[config.mk]
export PLATFORM = sky130hd
export DESIGN_NAME = lfsr_crypt_ctrl
export DESIGN_NICKNAME = d
export VERILOG_FILES = /design/src/rtl/lfsr_crypt_pkg.sv /design/src/rtl/lfsr_crypt_ctrl_lfsr_core.sv /design/src/rtl/lfsr_crypt_ctrl.sv
export SDC_FILE = /design/constraint.sdc
export NUM_CORES = 1
export LEC_CHECK = 0
export CORE_UTILIZATION = 52
export DETAILED_ROUTE_END_ITERATION = 10
export GPL_ROUTABILITY_DRIVEN = 0
export PLACE_DENSITY = 0.9
export SLEW_MARGIN = 20
export SYNTH_ARGS = -nofsm -noshare
export SYNTH_HDL_FRONTEND = slang
export SYNTH_HIERARCHICAL = 1
export SYNTH_SLANG_ARGS = --single-unit
[constraint.sdc]
create_clock -name clock -period 2 [get_ports clock]
set_input_delay 0.2 -clock clock [delete_from_list [all_inputs] [get_ports clock]]
set_output_delay 0.2 -clock clock [all_outputs]
set_load 0.005 [all_outputs]
[src/rtl/lfsr_crypt_pkg.sv]
// Shared types and helpers for the keyboard-data LFSR scrambler sequencer.
// Holds the controller state encoding, the default seed/tap constants and
// the pure LFSR next-state function used by both the core and the controller.
package lfsr_crypt_pkg;

   // Controller states: waiting for a word, stepping the keystream, presenting output.
   typedef enum logic [1:0] {
      IDLE = 2'd0,
      STEP = 2'd1,
      OUT  = 2'd2
   } state_t;

   localparam logic [15:0] DEFAULT_SEED = 16'hACE1;
   localparam logic [15:0] DEFAULT_TAPS = 16'h002D;

   // Fibonacci step, right-shifting: feedback is the XOR of the tapped bits
   // and enters at the top of an n-bit register. Operands are zero-extended
   // to 64 bits so one function serves every width up to 64.
   function automatic logic [63:0] lfsr_next(input logic [63:0] q,
                                             input logic [63:0] taps,
                                             input int unsigned n);
      logic fb;
      fb = ^(q & taps);
      return (q >> 1) | ({63'd0, fb} << (n - 32'd1));
   endfunction

endpackage

[src/rtl/lfsr_crypt_ctrl_lfsr_core.sv]
// Keystream LFSR register. A load from the seed path takes priority over a
// step so a rekey can never be lost to a concurrent advance.
module lfsr_core
   import lfsr_crypt_pkg::*;
#(
   parameter int             N    = 16,
   parameter logic [N-1:0]   TAPS = DEFAULT_TAPS,
   parameter logic [N-1:0]   SEED = DEFAULT_SEED
) (
   input  logic          clock,
   input  logic          n_reset,
   input  logic          step,
   input  logic          load,
   input  logic [N-1:0]  load_val,
   output logic [N-1:0]  q
);

   logic [N-1:0] q_r;
   logic [N-1:0] q_next_s;

   assign q_next_s = N'(lfsr_next(64'(q_r), 64'(TAPS), N));
   assign q        = q_r;

   // LFSR state: reload beats advance, otherwise hold.
   always_ff @(posedge clock or negedge n_reset) begin
      if (!n_reset) begin
         q_r <= SEED;
      end else if (load) begin
         q_r <= load_val;
      end else if (step) begin
         q_r <= q_next_s;
      end else begin
         q_r <= q_r;
      end
   end

endmodule

[src/rtl/lfsr_crypt_ctrl.sv]
// Sequencer for the keyboard-data LFSR scrambler: accepts a keycode word,
// advances the keystream STEPS times, XORs, and hands the result downstream.
// Also owns the seed register, rekey sequencing and the delivered-word count.
// Build option: define LFSR_CRYPT_AUTO_REKEY_EN to request a rekey automatically
// every REKEY_INTERVAL delivered words.
module lfsr_crypt_ctrl
   import lfsr_crypt_pkg::*;
#(
   parameter int             N              = 16,
   parameter logic [N-1:0]   SEED           = DEFAULT_SEED,
   parameter logic [N-1:0]   TAPS           = DEFAULT_TAPS,
   parameter int             STEPS          = 1,
   parameter int             REKEY_INTERVAL = 256
) (
   input  logic          clock,
   input  logic          n_reset,
   input  logic [N-1:0]  in_data,
   input  logic          in_valid,
   output logic          in_ready,
   output logic [N-1:0]  out_data,
   output logic          out_valid,
   input  logic          out_ready,
   input  logic [N-1:0]  seed_in,
   input  logic          seed_load,
   input  logic          rekey,
   output logic          busy,
   output logic [15:0]   word_count
);

`ifdef LFSR_CRYPT_AUTO_REKEY_EN
   localparam logic AUTO_EN = 1'b1;
`else
   localparam logic AUTO_EN = 1'b0;
`endif

   localparam logic [3:0]  STEP_LAST  = 4'(STEPS - 1);
   localparam logic [15:0] REKEY_LAST = 16'(REKEY_INTERVAL - 1);

   state_t        state_r;
   state_t        state_next_s;
   logic [N-1:0]  store_r;
   logic [N-1:0]  out_data_r;
   logic          out_valid_r;
   logic [15:0]   word_count_r;
   logic          rekey_pending_r;
   logic [3:0]    step_cnt_r;
   logic [N-1:0]  seed_r;

   logic [N-1:0]  lfsr_q_s;
   logic [N-1:0]  lfsr_next_s;
   logic          accept_s;
   logic          reload_s;
   logic          lfsr_step_s;
   logic          finish_s;
   logic          deliver_s;
   logic          auto_rekey_s;

   assign lfsr_next_s = N'(lfsr_next(64'(lfsr_q_s), 64'(TAPS), N));

   assign in_ready   = (state_r == IDLE) && !rekey_pending_r;
   assign busy       = (state_r != IDLE) || rekey_pending_r;
   assign out_data   = out_data_r;
   assign out_valid  = out_valid_r;
   assign word_count = word_count_r;

   lfsr_core #(
      .N    (N),
      .TAPS (TAPS),
      .SEED (SEED)
   ) u_lfsr_core (
      .clock    (clock),
      .n_reset  (n_reset),
      .step     (lfsr_step_s),
      .load     (reload_s),
      .load_val (seed_r),
      .q        (lfsr_q_s)
   );

   // State register.
   always_ff @(posedge clock or negedge n_reset) begin
      if (!n_reset) begin
         state_r <= IDLE;
      end else begin
         state_r <= state_next_s;
      end
   end

   // Next-state decode; a pending rekey keeps IDLE closed to new words.
   always_comb begin
      state_next_s = state_r;
      case (state_r)
         IDLE: begin
            if (in_valid && !rekey_pending_r) begin
               state_next_s = STEP;
            end else begin
               state_next_s = IDLE;
            end
         end
         STEP: begin
            if (step_cnt_r == 4'd0) begin
               state_next_s = OUT;
            end else begin
               state_next_s = STEP;
            end
         end
         OUT: begin
            if (out_ready) begin
               state_next_s = IDLE;
            end else begin
               state_next_s = OUT;
            end
         end
         default: begin
            state_next_s = IDLE;
         end
      endcase
   end

   // Per-state control strobes driving the datapath and the LFSR core.
   always_comb begin
      accept_s     = 1'b0;
      reload_s     = 1'b0;
      lfsr_step_s  = 1'b0;
      finish_s     = 1'b0;
      deliver_s    = 1'b0;
      case (state_r)
         IDLE: begin
            accept_s = in_valid && !rekey_pending_r;
            reload_s = rekey_pending_r;
         end
         STEP: begin
            lfsr_step_s = 1'b1;
            finish_s    = (step_cnt_r == 4'd0);
         end
         OUT: begin
            deliver_s = out_ready;
         end
         default: begin
            accept_s = 1'b0;
         end
      endcase
      auto_rekey_s = AUTO_EN && deliver_s && (word_count_r == REKEY_LAST);
   end

   // Plaintext capture and step countdown.
   always_ff @(posedge clock or negedge n_reset) begin
      if (!n_reset) begin
         store_r    <= '0;
         step_cnt_r <= 4'd0;
      end else if (accept_s) begin
         store_r    <= in_data;
         step_cnt_r <= STEP_LAST;
      end else if (lfsr_step_s && (step_cnt_r != 4'd0)) begin
         store_r    <= store_r;
         step_cnt_r <= step_cnt_r - 4'd1;
      end else begin
         store_r    <= store_r;
         step_cnt_r <= step_cnt_r;
      end
   end

   // Output word register: XOR with the value the LFSR moves to on the last step.
   always_ff @(posedge clock or negedge n_reset) begin
      if (!n_reset) begin
         out_data_r  <= '0;
         out_valid_r <= 1'b0;
      end else if (finish_s) begin
         out_data_r  <= store_r ^ lfsr_next_s;
         out_valid_r <= 1'b1;
      end else if (deliver_s) begin
         out_data_r  <= out_data_r;
         out_valid_r <= 1'b0;
      end else begin
         out_data_r  <= out_data_r;
         out_valid_r <= out_valid_r;
      end
   end

   // Delivered-word counter: cleared by a reload, wraps naturally at 16 bits.
   always_ff @(posedge clock or negedge n_reset) begin
      if (!n_reset) begin
         word_count_r <= 16'd0;
      end else if (reload_s) begin
         word_count_r <= 16'd0;
      end else if (deliver_s) begin
         word_count_r <= word_count_r + 16'd1;
      end else begin
         word_count_r <= word_count_r;
      end
   end

   // Rekey request latch: a new request always wins over the clear.
   always_ff @(posedge clock or negedge n_reset) begin
      if (!n_reset) begin
         rekey_pending_r <= 1'b0;
      end else if (rekey || auto_rekey_s) begin
         rekey_pending_r <= 1'b1;
      end else if (reload_s) begin
         rekey_pending_r <= 1'b0;
      end else begin
         rekey_pending_r <= rekey_pending_r;
      end
   end

   // Seed register; an all-zero seed would lock the LFSR, so substitute SEED.
   always_ff @(posedge clock or negedge n_reset) begin
      if (!n_reset) begin
         seed_r <= SEED;
      end else if (seed_load) begin
         seed_r <= (seed_in == '0) ? SEED : seed_in;
      end else begin
         seed_r <= seed_r;
      end
   end

endmodule

==> results by group <==
Status
  • Status: completed

Pwr
  • Seq pwr share: 44.1%
  • Clock power share: 17.7%
  • Pwr per Cell Area: 1340 nW/um2
  • P_sw: 0.00231 W
  • Total Power: 0.00677 W
  • Logic pwr share: between 30% and 40%
  • Worst vdd ir: 0.000617 V
  • Pint: between 0.004 and 0.005 W
  • Leak: 2.12 nW
  • Sw Share: 34.0%

Die
  • Core box area: 7330 um2
  • Die H: around 90 um
  • Rows: 31
  • Chip Width: around 90 um
  • Die ar.: 8010 um2
  • Initial Utilization: 54.3%
  • Boundary pin count: 73

Worst setup path
  • Critical Path Source Type: register
  • Reg2Reg Setup Slack: 0.36 ns
  • CP Launch Point: state_r[0]
  • FF-to-FF Start: state_r[0]
  • Reg2Reg Depth: 5
  • Setup CP Type: register to output pin
  • CP endpoint: in_ready
  • Critical path arrival: 1.66 ns
  • CP endpoint kind: output pin
  • R2R Path End: word_count[9]
  • Worst Path Max Fanout: 9
  • Worst EP required: 1.80 ns

Logic synthesis
  • Post-Synthesis Cells: 343
  • Synth Area in Compound Gates: 8.42%
  • Largest cells by area after synthesis: dfrtp_1 (45%), dfstp_2 (11%), mux2_2 (7.4%)
  • Unique masters post-synth: 40
  • Post-Synth Adder-Cell Area: 0.943%
  • Ys Warns: 6
  • Seq/Total Area, Yosys: 55.8%
  • Mux contribution to synthesized area: 11.9%
  • Synth Area in Simple Gates: roughly 13%
  • Xor and xnor fraction of the mapped netlist area: 7.04%
  • FF+latch count, synth: 88
  • Post-synth top area cell: dfrtp_1
  • Avg Inst Size Synth: 11.6 um2
  • Syn Std Cell Area: 3980 um2
  • Main combinational cell family by area after synthesis: simple AND/OR/NAND/NOR gates
  • Net count after synthesis: 384
  • Yosys top cell area share: 45.2%

Cells and area
  • Share of post-route cells with drive strength above 1: 18.7%
  • Nets: approximately 460
  • Fill count: between 500 and 600
  • Antenna Cells: 0
  • Post-Layout Inst Area: 5060 um2
  • Area delta synth->final: 27.1%
  • Post-route non-filler standard cell count: 526

STA
  • Fin. Hold Viols: 0
  • RSZ-0062 raised after global routing: no
  • Endpoints failing setup: 0
  • Max Fclk: 0.538 GHz
  • PnR worst setup slack: 0.141 ns
  • Layout Skew: 0.0101 ns
  • Pins Over Slew Limit: 0
  • Post-route minimum period: about 1.9 ns
  • Slew HR: 65.5%
  • TNS Setup: 0 ns
  • Worst Tran Pin Value: roughly 0.52 ns
  • Period utilisation layout: between 90 and 100%

Clock network
  • Clock sink count: between 80 and 90
  • CTS Buf Count: 9
  • Htree depth: 3
  • Clk slew on worst S/H paths: 0.08 ns
  • Clk Latency, worst-skew pair: between 0.3 and 0.4 ns
  • CTS tree: done
  • Clk buf depth: 2
  • Root buffer cell: clkbuf_8

GRT
  • Overflow after GRT: 0
  • Total routing usage reported by global routing: 21.5%
  • First-pass GRT wire length: 12900 um
  • Initial antenna violation count: 0
  • Largest net degree at the start of global routing: 50
  • Vias in the first global route: 2756

Routing
  • Post-route DRC: 0
  • Final WL: 7790 um
  • 1st-pass router iterations: 4
  • DRT iter0 DRCs: 214
  • Via density: 5.31
  • Vias: 2793
  • Post-DRT Antenna Nets: 0
  • Routed WL per cell: 14.8 um

Worst hold path
  • Hold/Removal Path Class: input pin to async pin

Placement
  • Post-place instance area: around 4800 um2
  • DPL Wire Length: 5630 um
  • Dpl cells: around 510
  • Port Buf Inserts: 72
  • Post-Place Worst Slack: 0.169 ns

Job
  • Max-capacitance violation count: 0
==> registers in the layout, indices dropped and copies added (netlist names) <==
register	cells
out_valid	1
store_r	16
out_data	16
step_cnt_r	4
rekey_pending_r	1
seed_r	16
state_r	2
word_count	16
u_lfsr_core/q	16
==> power by group through the flow <==
| stage | clock [W] | sequential, W | combinational (W) |
|---|---|---|---|
| 6_report | 0.00120 | 0.00299 | 0.00259 |
| 5_1_grt | 0.00132 | 0.00306 | 0.00288 |
| 4_1_cts | 0.00123 | 0.00299 | 0.00261 |
| 3_5_place_dp | 0 | 0.00301 | 0.00257 |
| 3_3_place_gp | 0 | 0.00298 | 0.00245 |
| 2_1_floorplan | 0 | 0.00285 | 0.00183 |
==> layout make-up <==
type	instances	area, um2	area share (%)
Clock inverter	7	72.6	1.43
Tap cell	99	124	2.45
Clock buffer	9	124	2.45
Multi-Input combinational cell	234	1660	32.7
Sequential cell	88	2220	43.9
Inverter	6	22.5	0.445
Timing Repair Buffer	83	841	16.6
==> worst max-delay path, stage by stage, from the launching register on <==
cell and delay [ns]:
dfrtp_1 0.50, nor3_2 0.28, clkdlybuf4s50_1 0.53
==> kinds of logic (layout without fill, tap and decap cells) <==
kind of cell | after synthesis | count (layout)
buffers and inverters | 21 | 105
muxes | 44 | 44
xor gates and xnor gates | 32 | 32
DFF | 88 | 88
adders and majority gates | 3 | 3
AOI/OAI and AO/OA | 56 | 56
and+or+nand+nor | 99 | 99
==> cell usage after synthesis <==
cell type	instances
dfrtp_1	72
nand2_1	41
mux2_2	26
xnor2_1	26
o21ai_0	23
mux2i_1	17
dfstp_2	16
nor2_1	16
o21ai_1	13
nand2b_1	8
o22a_1	8
clkbuf_1	7
nand3_1	7
inv_1	6
nor3_1	6
xor2_1	6
a21oi_1	5
nor4_1	5
a22o_1	4
buf_2	4
ha_1	3
and2_1	2
buf_6	2
nand4_1	2
nor2b_1	2
nor3b_2	2
a31o_1	1
a31o_2	1
and3_1	1
buf_12	1
buf_4	1
mux2_1	1
nand4b_4	1
nor4_2	1
nor4_4	1
o21bai_1	1
or2_0	1
or2_2	1
or3_1	1
or3b_2	1
==> layer usage <==
layer	global-route usage [%]	wire length [um]	part of all wire, %
met1	28.3	3530	45
met5	0	0	0
met3	4.99	351	4.5
met2	35.4	3840	49
met4	6.64	70	0.90
==> placed cells by master (no fill, tap or decap), drive strengths merged, types with 3 or more instances in the layout <==
cell type,Yosys,routed
o22a,8,8
clkinv,0,4
nand3,7,7
clkbuf,7,9
dfstp,16,16
o21ai,36,36
clkdlybuf4s50,0,71
a22o,4,4
nor2,16,16
mux2i,17,17
nand2,41,41
xor2,6,6
nor4,7,7
a21oi,5,5
buf,8,11
inv,6,6
nor3,6,6
nand2b,8,8
ha,3,3
xnor2,26,26
mux2,27,27
dfrtp,72,72
==> worst min path at each step <==
stage               startpoint       endpoint  slack (ns)
floorplan              n_reset    out_data[0]        -0.1
global placement       n_reset  word_count[1]        0.20
detailed placement     n_reset  word_count[1]        0.21
CTS                    n_reset  word_count[1]        0.36
global route           n_reset  word_count[0]        0.41
finish                 n_reset  word_count[1]        0.36
==> repair_timing <==
item / CTS / global route
gates cloned: 0 / 0
endpoints found under the hold margin: 28 / 0
hold buffers: 1 / 0
setup endpoints to repair: 2 / 1
resized for setup: 1 / 1
setup buffers: 0 / 0
==> metrics by stage <==
step / hold slack [ns] / utilization [%]
final: 0.362 / 69.1
after global routing: 0.414 / 69.1
after CTS: 0.363 / 69.0
after detailed placement: 0.207 / 66.2
after global placement: 0.203 / 66.2
after floorplan: -0.0956 / -
(Power assumes the default switching activity.)
